<file path="src/rtl/pc_sequencer_pkg.sv">
// Shared definitions for the fetch PC sequencer: next-PC selects, FSM states, reset PC.
package pc_sequencer_pkg;

    localparam int unsigned XLEN    = 32;
    localparam int unsigned PCSEL_W = 2;

    localparam logic [PCSEL_W-1:0] PCSEL_PC4  = 2'b00;
    localparam logic [PCSEL_W-1:0] PCSEL_BR   = 2'b01;
    localparam logic [PCSEL_W-1:0] PCSEL_JAL  = 2'b10;
    localparam logic [PCSEL_W-1:0] PCSEL_JALR = 2'b11;

    localparam logic [XLEN-1:0] RESET_PC_DEFAULT = 32'h4000_0000;

    typedef enum logic [1:0] {
        ST_BOOT   = 2'b00,
        ST_RUN    = 2'b01,
        ST_BUBBLE = 2'b10,
        ST_HALT   = 2'b11
    } pc_state_e;

    // Any valid execute-stage select other than PC+4 changes control flow.
    function automatic logic is_taken(input logic valid, input logic [PCSEL_W-1:0] sel);
        return valid && (sel != PCSEL_PC4);
    endfunction

endpackage

</file>
<file path="src/rtl/pc_target_mux.sv">
// Redirect target selection; JALR bit 0 is cleared and non-word-aligned targets are flagged.
module pc_target_mux
    import pc_sequencer_pkg::*;
(
    input  logic [PCSEL_W-1:0] pc_sel_i,
    input  logic [XLEN-1:0]    alu_target_i,
    input  logic [XLEN-1:0]    jal_target_i,
    input  logic [XLEN-1:0]    jalr_target_i,
    output logic [XLEN-1:0]    target_c_o,
    output logic               misalign_c_o
);

    always_comb begin
        target_c_o = '0;
        unique case (pc_sel_i)
            PCSEL_BR:   target_c_o = alu_target_i;
            PCSEL_JAL:  target_c_o = jal_target_i;
            PCSEL_JALR: target_c_o = {jalr_target_i[XLEN-1:1], 1'b0};
            default:    target_c_o = '0;
        endcase
        misalign_c_o = (target_c_o[1:0] != 2'b00);
    end

endmodule

</file>
<file path="src/rtl/pc_sequencer.sv">
// Architectural fetch PC owner: sequences IMEM requests and applies stall, redirect and trap policy.
module pc_sequencer
    import pc_sequencer_pkg::*;
#(
    parameter logic [XLEN-1:0] RESET_PC = RESET_PC_DEFAULT,
    parameter int unsigned     CNT_W    = 32
) (
    input  logic               clk,
    input  logic               rst,
    input  logic               redirect_valid,
    input  logic [PCSEL_W-1:0] pc_sel,
    input  logic [XLEN-1:0]    alu_target,
    input  logic [XLEN-1:0]    jal_target,
    input  logic [XLEN-1:0]    jalr_target,
    input  logic               stall,
    output logic               imem_req,
    output logic [XLEN-1:0]    imem_addr,
    input  logic               imem_ready,
    output logic               fetch_valid,
    output logic [XLEN-1:0]    fetch_pc,
    output logic               flush,
    output logic               misalign_exc,
    output logic [CNT_W-1:0]   redirect_cnt
);

    pc_state_e        state_q, state_d;
    logic [XLEN-1:0]  pc_q, pc_d;
    logic             fetch_valid_q, fetch_valid_d;
    logic [XLEN-1:0]  fetch_pc_q, fetch_pc_d;
    logic             misalign_q, misalign_d;
    logic [CNT_W-1:0] cnt_q, cnt_d;

    logic [XLEN-1:0]  target;
    logic             target_misalign;
    logic             taken;

    pc_target_mux u_target_mux (
        .pc_sel_i      (pc_sel),
        .alu_target_i  (alu_target),
        .jal_target_i  (jal_target),
        .jalr_target_i (jalr_target),
        .target_c_o    (target),
        .misalign_c_o  (target_misalign)
    );

    assign taken = is_taken(redirect_valid, pc_sel);

    always_ff @(posedge clk or posedge rst) begin
        if (rst) begin
            state_q       <= ST_BOOT;
            pc_q          <= RESET_PC;
            fetch_valid_q <= 1'b0;
            fetch_pc_q    <= RESET_PC;
            misalign_q    <= 1'b0;
            cnt_q         <= '0;
        end else begin
            state_q       <= state_d;
            pc_q          <= pc_d;
            fetch_valid_q <= fetch_valid_d;
            fetch_pc_q    <= fetch_pc_d;
            misalign_q    <= misalign_d;
            cnt_q         <= cnt_d;
        end
    end

    // Redirects are honoured in RUN and BUBBLE and take priority over stall and the handshake.
    always_comb begin
        state_d       = state_q;
        pc_d          = pc_q;
        fetch_valid_d = fetch_valid_q;
        fetch_pc_d    = fetch_pc_q;
        misalign_d    = misalign_q;
        cnt_d         = cnt_q;
        imem_req      = 1'b0;
        flush         = 1'b0;

        unique case (state_q)
            ST_BOOT: begin
                fetch_valid_d = 1'b0;
                state_d       = ST_RUN;
            end
            ST_RUN, ST_BUBBLE: begin
                imem_req = (state_q == ST_RUN) && !stall;
                if (taken) begin
                    flush         = 1'b1;
                    fetch_valid_d = 1'b0;
                    if (target_misalign) begin
                        misalign_d = 1'b1;
                        state_d    = ST_HALT;
                    end else begin
                        pc_d    = target;
                        cnt_d   = cnt_q + CNT_W'(1);
                        state_d = ST_BUBBLE;
                    end
                end else if (state_q == ST_BUBBLE) begin
                    fetch_valid_d = 1'b0;
                    state_d       = ST_RUN;
                end else if (!stall) begin
                    if (imem_ready) begin
                        pc_d          = pc_q + XLEN'(4);
                        fetch_valid_d = 1'b1;
                        fetch_pc_d    = pc_q;
                    end else begin
                        fetch_valid_d = 1'b0;
                    end
                end
            end
            ST_HALT: begin
                fetch_valid_d = 1'b0;
            end
            default: begin
                state_d = ST_HALT;
            end
        endcase
    end

    assign imem_addr    = pc_q;
    assign fetch_valid  = fetch_valid_q;
    assign fetch_pc     = fetch_pc_q;
    assign misalign_exc = misalign_q;
    assign redirect_cnt = cnt_q;

endmodule

</file>
<file path="config.mk">
export PLATFORM = sky130hd
export DESIGN_NAME = pc_sequencer
export DESIGN_NICKNAME = d
export VERILOG_FILES = /design/src/rtl/pc_sequencer_pkg.sv /design/src/rtl/pc_target_mux.sv /design/src/rtl/pc_sequencer.sv
export SDC_FILE = /design/constraint.sdc
export NUM_CORES = 1
export LEC_CHECK = 0
export ABC_AREA = 1
export CORE_UTILIZATION = 47
export DETAILED_ROUTE_END_ITERATION = 8
export PLACE_DENSITY = 0.92
export SLEW_MARGIN = 30
export SYNTH_ARGS = -nofsm -noshare
export SYNTH_HDL_FRONTEND = slang
export SYNTH_HIERARCHICAL = 1
export SYNTH_SLANG_ARGS = --single-unit
</file>
<file path="constraint.sdc">
create_clock -name clk -period 4.1 [get_ports clk]
set_clock_uncertainty 0.2 [all_clocks]
set_input_delay 0.41 -clock clk [delete_from_list [all_inputs] [get_ports clk]]
set_output_delay 0.41 -clock clk [all_outputs]
set_load 0.02 [all_outputs]
</file>
# Yosys cells after proc, flatten, opt, wreduce, memory -nomap -nowiden
# Index checks and enable logic that the tools add are counted.
# word_totals
ff_bits	100
in_bits	103
# classes
bitwise	4
n_eq_ne	11
mux	18
reduce_logical	15
n_addsub	2
# op_table
cell	count
$mux 32	5
$pmux 32 s3	1
$add 32x1->32 const B	1
$add 32x3->32 const B	1
$reduce_and 5->1	2
$eq 2x2->1 const B	4
$mux 1	8
$reduce_bool 2->1	4
$reduce_and 3->1	2
$eq 2x1->1 const B	2
$mux 2	2
$ne 2x2->1 const B	2
$ne 4x4->1 const B	1
$not 1->1	4
$pmux 2 s2	1
$reduce_or 2->1	2
$ne 3x3->1 const B	1
$logic_and 1x1->1	2
$logic_not 2->1	1
$ne 2x1->1 const B	1
$pmux 1 s2	1
$reduce_and 2->1	1
$logic_not 1->1	1

# Longest topological paths before layout
# Gate-level depths: netlist (run 1).
# logic_depth
ltp_word	6
ltp_mapped	14
ltp_nobuf	13

# By module
# The synthesis (run 1) kept the hierarchy.
# modules_own_cells
mod	area_each_um2	seq_area_each_um2	instances	cells_each
pc_sequencer	5637.9	2504.9	1	822
pc_target_mux	696.9	0.0	1	148

# Worst setup path after synthesis (run 1)
# No wires, ideal clock.
# synth_path
kind	register to register
from	register state_q[0]
to	register pc_q[14] (netlist: imem_addr[14])
arrival_time_ps	1612
n_path_buf	2
required_time_ps	3783
setup_time_ps	117
path_stages_with_launch	12
setup_slack_ps	2170
path_cell_list	dfrtp_1 inv_1 ha_1 inv_1 nor2_1 nand3_1 nand2_1 inv_1 buf_2 buf_2 nand2_1 nand2_1
# synth_between
elab_chain_len	3
word_cells_on_any_way	5
# synth_lines
item	line_no	text
from (decl)	pc_sequencer.sv:26	pc_state_e state_q, state_d;
from (signal assigned)	pc_sequencer.sv:57	state_q <= state_d;
$eq 2x2->1 / $eq 2x1->1 (equally long branches)	pc_sequencer.sv:77, pc_sequencer.sv:95	
$ne 2x2->1 (no line) / $reduce_or 2->1 (equally long branches)	n/a	
$reduce_and 5->1 (no line) (*)	n/a	
to (signal assigned)	pc_sequencer.sv:58	pc_q <= pc_d;
to (decl)	pc_sequencer.sv:27	logic [XLEN-1:0] pc_q, pc_d;
# Mark *: on every way between the ends. The rest lies on a longest branch, timed or not.
# A chain may end at the register's enable or synchronous reset.

# Worst setup path in the final report (run 1)
# layout_path
from	input pc_sel[0]
to	output flush
# layout_between
elab_chain_len	4
# layout_lines
item	line_no	text
from (decl)	pc_sequencer.sv:11	input logic [PCSEL_W-1:0] pc_sel,
$reduce_bool 2->1	pc_sequencer_pkg.sv:23	return valid && (sel != PCSEL_PC4);
$logic_and 1x1->1	pc_sequencer_pkg.sv:23	
$mux 1	pc_sequencer.sv:84	if (taken) begin
$mux 1	pc_sequencer.sv:77	unique case (state_q)
to (decl)	pc_sequencer.sv:21	output logic flush,
# No other way between the ends.

==> impl_metrics.toml, run 1 <==
[status]
outcome = "finished with violations"
failed_checks = "design-rule violations"

[cells_and_area]
antenna_cells = 0
finalInstanceArea_um2 = 8730
area_growth_pct = 37.9
drive_above_1_share_pct = 4.38
n_fill_cell = 1129
num-nets-final = 1268

[setup_path]
required_ns = 3.49
startpoint = "pc_sel[0]"
reg2reg_from = "state_q[0]"
cp-end-kind = "output pin"
path_max_fanout = 19
path_class = "primary input to output pin"
worstPathArrival_ns = 2.37
cp-start-kind = "primary input"

[power_and_ir_drop]
leakage_nw = 4.09
vdd_ir_drop_max_v = 0.000289
cellPowerDensity_nw_per_um2 = 549
finalPower_mw = 4.80

[sta]
fin_setup_tns_ns = 0
fin_crit_sh_pct = 72.6
period_minus_slack_ns = 2.98
finalMaxSlewViolations = 0
worstMarginPinSlew_ns = 0.913
setup_viol = 0
fmax_mhz = 336
relSlewSlack_pct = 39.1
hold_viol = 0
rsz0062_at_grt = "false"

[clock_tree]
post_cts_resized = 0
h-tree-depth = 3
cts_buffers = 9
clk_latency_ns = 0.35
clockBufferDepth = 2
cts_tree = "built"
postCtsSetupRepairBufs = 0
clk_pin_slew_ns = 0.07
cts_hold_buffers = 0
clock_sinks = 100
cts_root_buffer = "clkbuf_16"

[global_route]
antenna_found_initial = 0
grt_pass1_vias = 6109
grt_pass1_wl_um = 30600
track_usage_pct = 27.9
grt_max_degree = 66
grt_overflow_total = 0

[detailed_routing]
ant_nets = 0
drtIter0Drc = 765
dr_total_vias = 6818
vias_per_cell = 5.09
drt-total-wl_um = 19100
wire_per_inst_um = 14.3
dr.pass1.iters = 8
drc = 1

[flow_run]
max_cap_viol_count = 0

[synthesis]
synth_top_cell_area_share_pct = 38.7
synth_ff_type = "dfrtp_1"
syn_area_per_cell_um2 = 6.53
synth_fp_nets = 1079
syn_inst = 970
syn_area_um2 = 6330
synth_top_area_cell = "dfrtp_1"
synth-edff-count = 0
yosysWarnings = 6
ys_seq_area_share_pct = 39.5
ys_types = 33
synth_commonest_cells = "nand2_1, nor2_1, dfrtp_1"
synth_area_leaders = "dfrtp_1, nand2_1, nor2_1"
synth_most_common_cell = "nand2_1"
ys_ff_latch = 100
synth_async_sr_flop_share_pct = 100

[floorplanning]
start_util_pct = 48.0
die_area_um2 = 13900
die_w_um = 118
die_h_um = 118
io-pin-count = 203
rows = 42
core_area_um2 = 13200

[place]
gp_congestion = 0.958
dp_hpwl_um = 15000
place_area_um2 = 8440
portBuffers = 201

[worst_hold_path]
worstHoldPathType = "flop to flop"
min_from = "fetch_pc[3]"
## through the flow
stage / std cells / setup WS (ns) / util, % / hold WS (ns)
finish: 1340 / 1.12 / 66.2 / 0.283
global route: 1340 / 0.892 / 66.2 / 0.309
CTS: 1340 / 1.11 / 66.2 / 0.285
detailed placement: 1324 / 0.821 / 64.0 / 0.267
global placement: 1324 / 0.922 / 64.0 / 0.264
floorplan: 970 / 0.875 / - / 0.267
## per-layer routing
layer	share of wire (%)	GRT usage [%]	vias to the layer above
met5	0	0	-
met4	1.7	7.77	0
met3	7.5	5.04	30
met2	47	45.4	300
met1	44	38.1	3097
li1	-	-	3391
## power breakdown
| group | internal [mW] | switching, mW |
|---|---|---|
| Sequential | 1.32 | 0.364 |
| Clock | 0.474 | 0.381 |
| Combinational | 0.956 | 1.30 |
| Total | 2.75 | 2.04 |
## flip-flops by register name, summed over array words and instances (netlist names)
| name | count |
|---|---|
| imem_addr | 32 |
| state_q | 2 |
| fetch_pc | 32 |
| fetch_valid | 1 |
| redirect_cnt | 32 |
| misalign_exc | 1 |
## cell usage in the layout (no fill, tap or decap), types with 6 or more instances in the layout
cell	synthesis	layout
a21oi_1	12	12
nand2_1	392	392
buf_4	4	7
dfrtp_1	98	98
o21ai_0	55	55
clkdlybuf4s50_1	0	201
clkbuf_16	0	9
nand3_2	5	6
nand3_1	89	88
ha_1	6	6
inv_1	92	91
nand2_2	7	7
nor2_1	126	126
xor2_1	10	10
nand3b_1	7	7
## logic make-up (layout without fill, tap and decap cells)
logic type                 count (synthesis)  after routing  synth area share, %
and+or+nand+nor                          646            646                 42.2
buffers and inverters                    127            321                 8.65
DFF                                      100            100                 39.5
AOI/OAI and AO/OA                         76             76                 6.32
xor gates and xnor gates                  15             15                 2.07
adders and majority gates                  6              6                 1.19
## cell type report
| class | count | area [um2] | area share (%) |
|---|---|---|---|
| flip-flops and latches | 100 | 2500 | 28.7 |
| multi-input cells | 743 | 3290 | 37.6 |
| inverters | 97 | 367 | 4.20 |
| repair buffers | 208 | 2060 | 23.6 |
| clock buffers | 10 | 229 | 2.62 |
| well taps | 176 | 220 | 2.52 |
| clock inverters | 6 | 62.6 | 0.716 |
## worst paths after layout
kind / slack (ns) / endpoint / cells past startpoint
max: 1.12 / flush / 7
max reg2reg: 1.57 / imem_addr[17] / 9
min: 0.28 / fetch_pc[3] / 2
max in group asynchronous: 2.51 / imem_addr[30] / 3
min reg2reg: 0.28 / fetch_pc[3] / 2
min in group asynchronous: 0.37 / fetch_pc[11] / 2
## worst max-delay path, cell delays in order
cell	delay [ns]
clkdlybuf4s50_1	0.70
nor2_1	0.12
nor2_4	0.09
buf_4	0.24
nand2_1	0.13
inv_1	0.07
clkdlybuf4s50_1	0.61
(Power assumes the default switching activity.)
==> run 2, diff against run 1 <==
CORE_UTILIZATION = 43   (was 47)
PLACE_DENSITY = 0.89   (was 0.92)
clock period = 2.7 ns   (was 4.1 ns; I/O delays follow)
==> impl_metrics.toml, run 2 (same netlist as run 1, synthesis figures left out) <==
[sta]
timing.hold.ws_ns = 0.172
hold_viol = 0
worstMarginPinSlew_ns = 0.546
setup_viol = 0
relSlewSlack_pct = 63.5
fmax_mhz = 407
finalMaxSlewViolations = 0
fin_setup_tns_ns = 0
period_minus_slack_ns = 2.45
setup_ws_ns = 0.245
fin_crit_sh_pct = 90.9
rsz0062_at_grt = "false"

[power_and_ir_drop]
combPwrFrac_pct = 47.8
finalPower_mw = 7.32
cellPowerDensity_nw_per_um2 = 831
leakage_nw = 4.11
switching_share_pct = 43.6
intPower_mw = 4.13
power_frac_seq_pct = 35.1
p_clk_share_pct = 17.1
switching_power_mw = 3.20
vdd_ir_drop_max_v = 0.000460

[global_route]
track_usage_pct = 28.2
grt_max_degree = 61
grt_pass1_vias = 6457
globalRouteMet3Util_pct = 5.17
use_met1_pct = 40.5
use_met2_pct = 43.2
grt_pass1_wl_um = 32700
grt_overflow_total = 0
antenna_found_initial = 0
grt-busiest-layer = "met2"

[clock_tree]
clock_sinks = 100
clk_pin_slew_ns = 0.07
h-tree-depth = 3
clockBufferDepth = 2
cts_buffers = 9
cts_tree = "built"
cts_hold_buffers = 0
cts_root_buffer = "clkbuf_16"
post_cts_resized = 0
clk_latency_ns = 0.35
postCtsSetupRepairBufs = 0

[detailed_routing]
dr_total_vias = 6974
drc = 0
ant_nets = 0
wire_per_inst_um = 15.2
vias_per_cell = 5.16
dr.pass1.iters = 5
drtIter0Drc = 630
drt-total-wl_um = 20600

[setup_path]
required_ns = 2.23
cpMaxStageDelayCell = "clkdlybuf4s50_1"
crit_chain = "inv_1 > ha_1 > nand2_1 > inv_1 > clkdlybuf4s50_1"
path_max_fanout = 4
cp-end-kind = "output pin"
crit_path_frequent_cell = "inv_1"
path_class = "flop to output pin"
cp-start-kind = "flop"
worstPathArrival_ns = 1.98
slowest_delay_ns = 0.61

[place]
dp_hpwl_um = 16100
gp_congestion = 0.918
place_area_um2 = 8530
portBuffers = 201
place_ws_ns = 0.228
placed_cells = 1335

[cells_and_area]
area_growth_pct = 39.0
num-nets-final = 1275
finalInstanceArea_um2 = 8810
mostFrequentLayoutCell = "nand2_1"
final_cell_mix = "nand2_1, clkdlybuf4s50_1, nor2_1"
final_util_pct = 62.3
fin_cells = 1351
drive_above_1_share_pct = 5.04
antenna_cells = 0
n_fill_cell = 1284

[status]
outcome = "completed"

[floorplanning]
die_area_um2 = 15200
start_util_pct = 44.8
die_w_um = 123
io-pin-count = 203
rows = 43
core_area_um2 = 14100
die_h_um = 123

[worst_hold_path]
worstHoldPathType = "primary input to asynchronous set/reset pin"

[flow_run]
max_cap_viol_count = 0
==> run 2: cell count changes in the layout (fill, tap and decap cells not counted), sizes merged <==
cell / change
buf: +7
bufinv: -1
clkbuf: -1
clkinv: -1
clkinvlp: +2
inv: +1
==> run 2: cell type report <==
class	instances	area [um2]	share of cell area (%)
clock buffers	9	225	2.56
clock inverters	7	56.3	0.639
inverters	97	368	4.18
multi-input cells	743	3290	37.3
flip-flops and latches	100	2500	28.4
well taps	180	225	2.56
repair buffers	215	2140	24.3
==> run 2: critical path, delay by kind of cell (launching register included) <==
kind	cells	cell delay [ns]
AND/OR/NAND/NOR	1	0.10
adder cells (fa/ha/maj)	1	0.35
flip-flops	1	0.42
buffers and inverters	3	0.76
==> run 2: final timing paths <==
| kind | start | to | slack, ns | depth (start not counted) |
|---|---|---|---|---|
| max | state_q[0] | flush | 0.25 | 5 |
| min | rst | fetch_pc[9] | 0.17 | 3 |
| max reg2reg | state_q[0] | imem_addr[18] | 0.45 | 11 |
| min reg2reg | fetch_pc[4] | fetch_pc[4] | 0.28 | 2 |
| max in group asynchronous | rst | imem_addr[30] | 1.78 | 3 |
| min in group clk | fetch_pc[4] | fetch_pc[4] | 0.28 | 2 |
==> run 2: power groups by stage <==
stage | clock network [mW] | registers (mW) | logic (mW)
after global placement | 0 | 2.56 | 3.39
final | 1.25 | 2.57 | 3.50
after detailed placement | 0 | 2.58 | 3.48
after CTS | 1.26 | 2.56 | 3.50
after floorplan | 0 | 3.02 | 1.31
after global routing | 1.33 | 2.64 | 3.84
==> run 2: metal layers <==
metal,wire length (um),vias to the layer above
met5,0,-
met4,514,0
met3,1870,44
met2,9120,364
met1,9050,3163
li1,-,3403
==> run 3, diff against run 2 <==
CTS_BUF_LIST = sky130_fd_sc_hd__clkbuf_8 sky130_fd_sc_hd__clkbuf_16   (was default)
==> results of run 3 <==
Same layout as run 2: the final DEF is identical, and so are final timing and power.
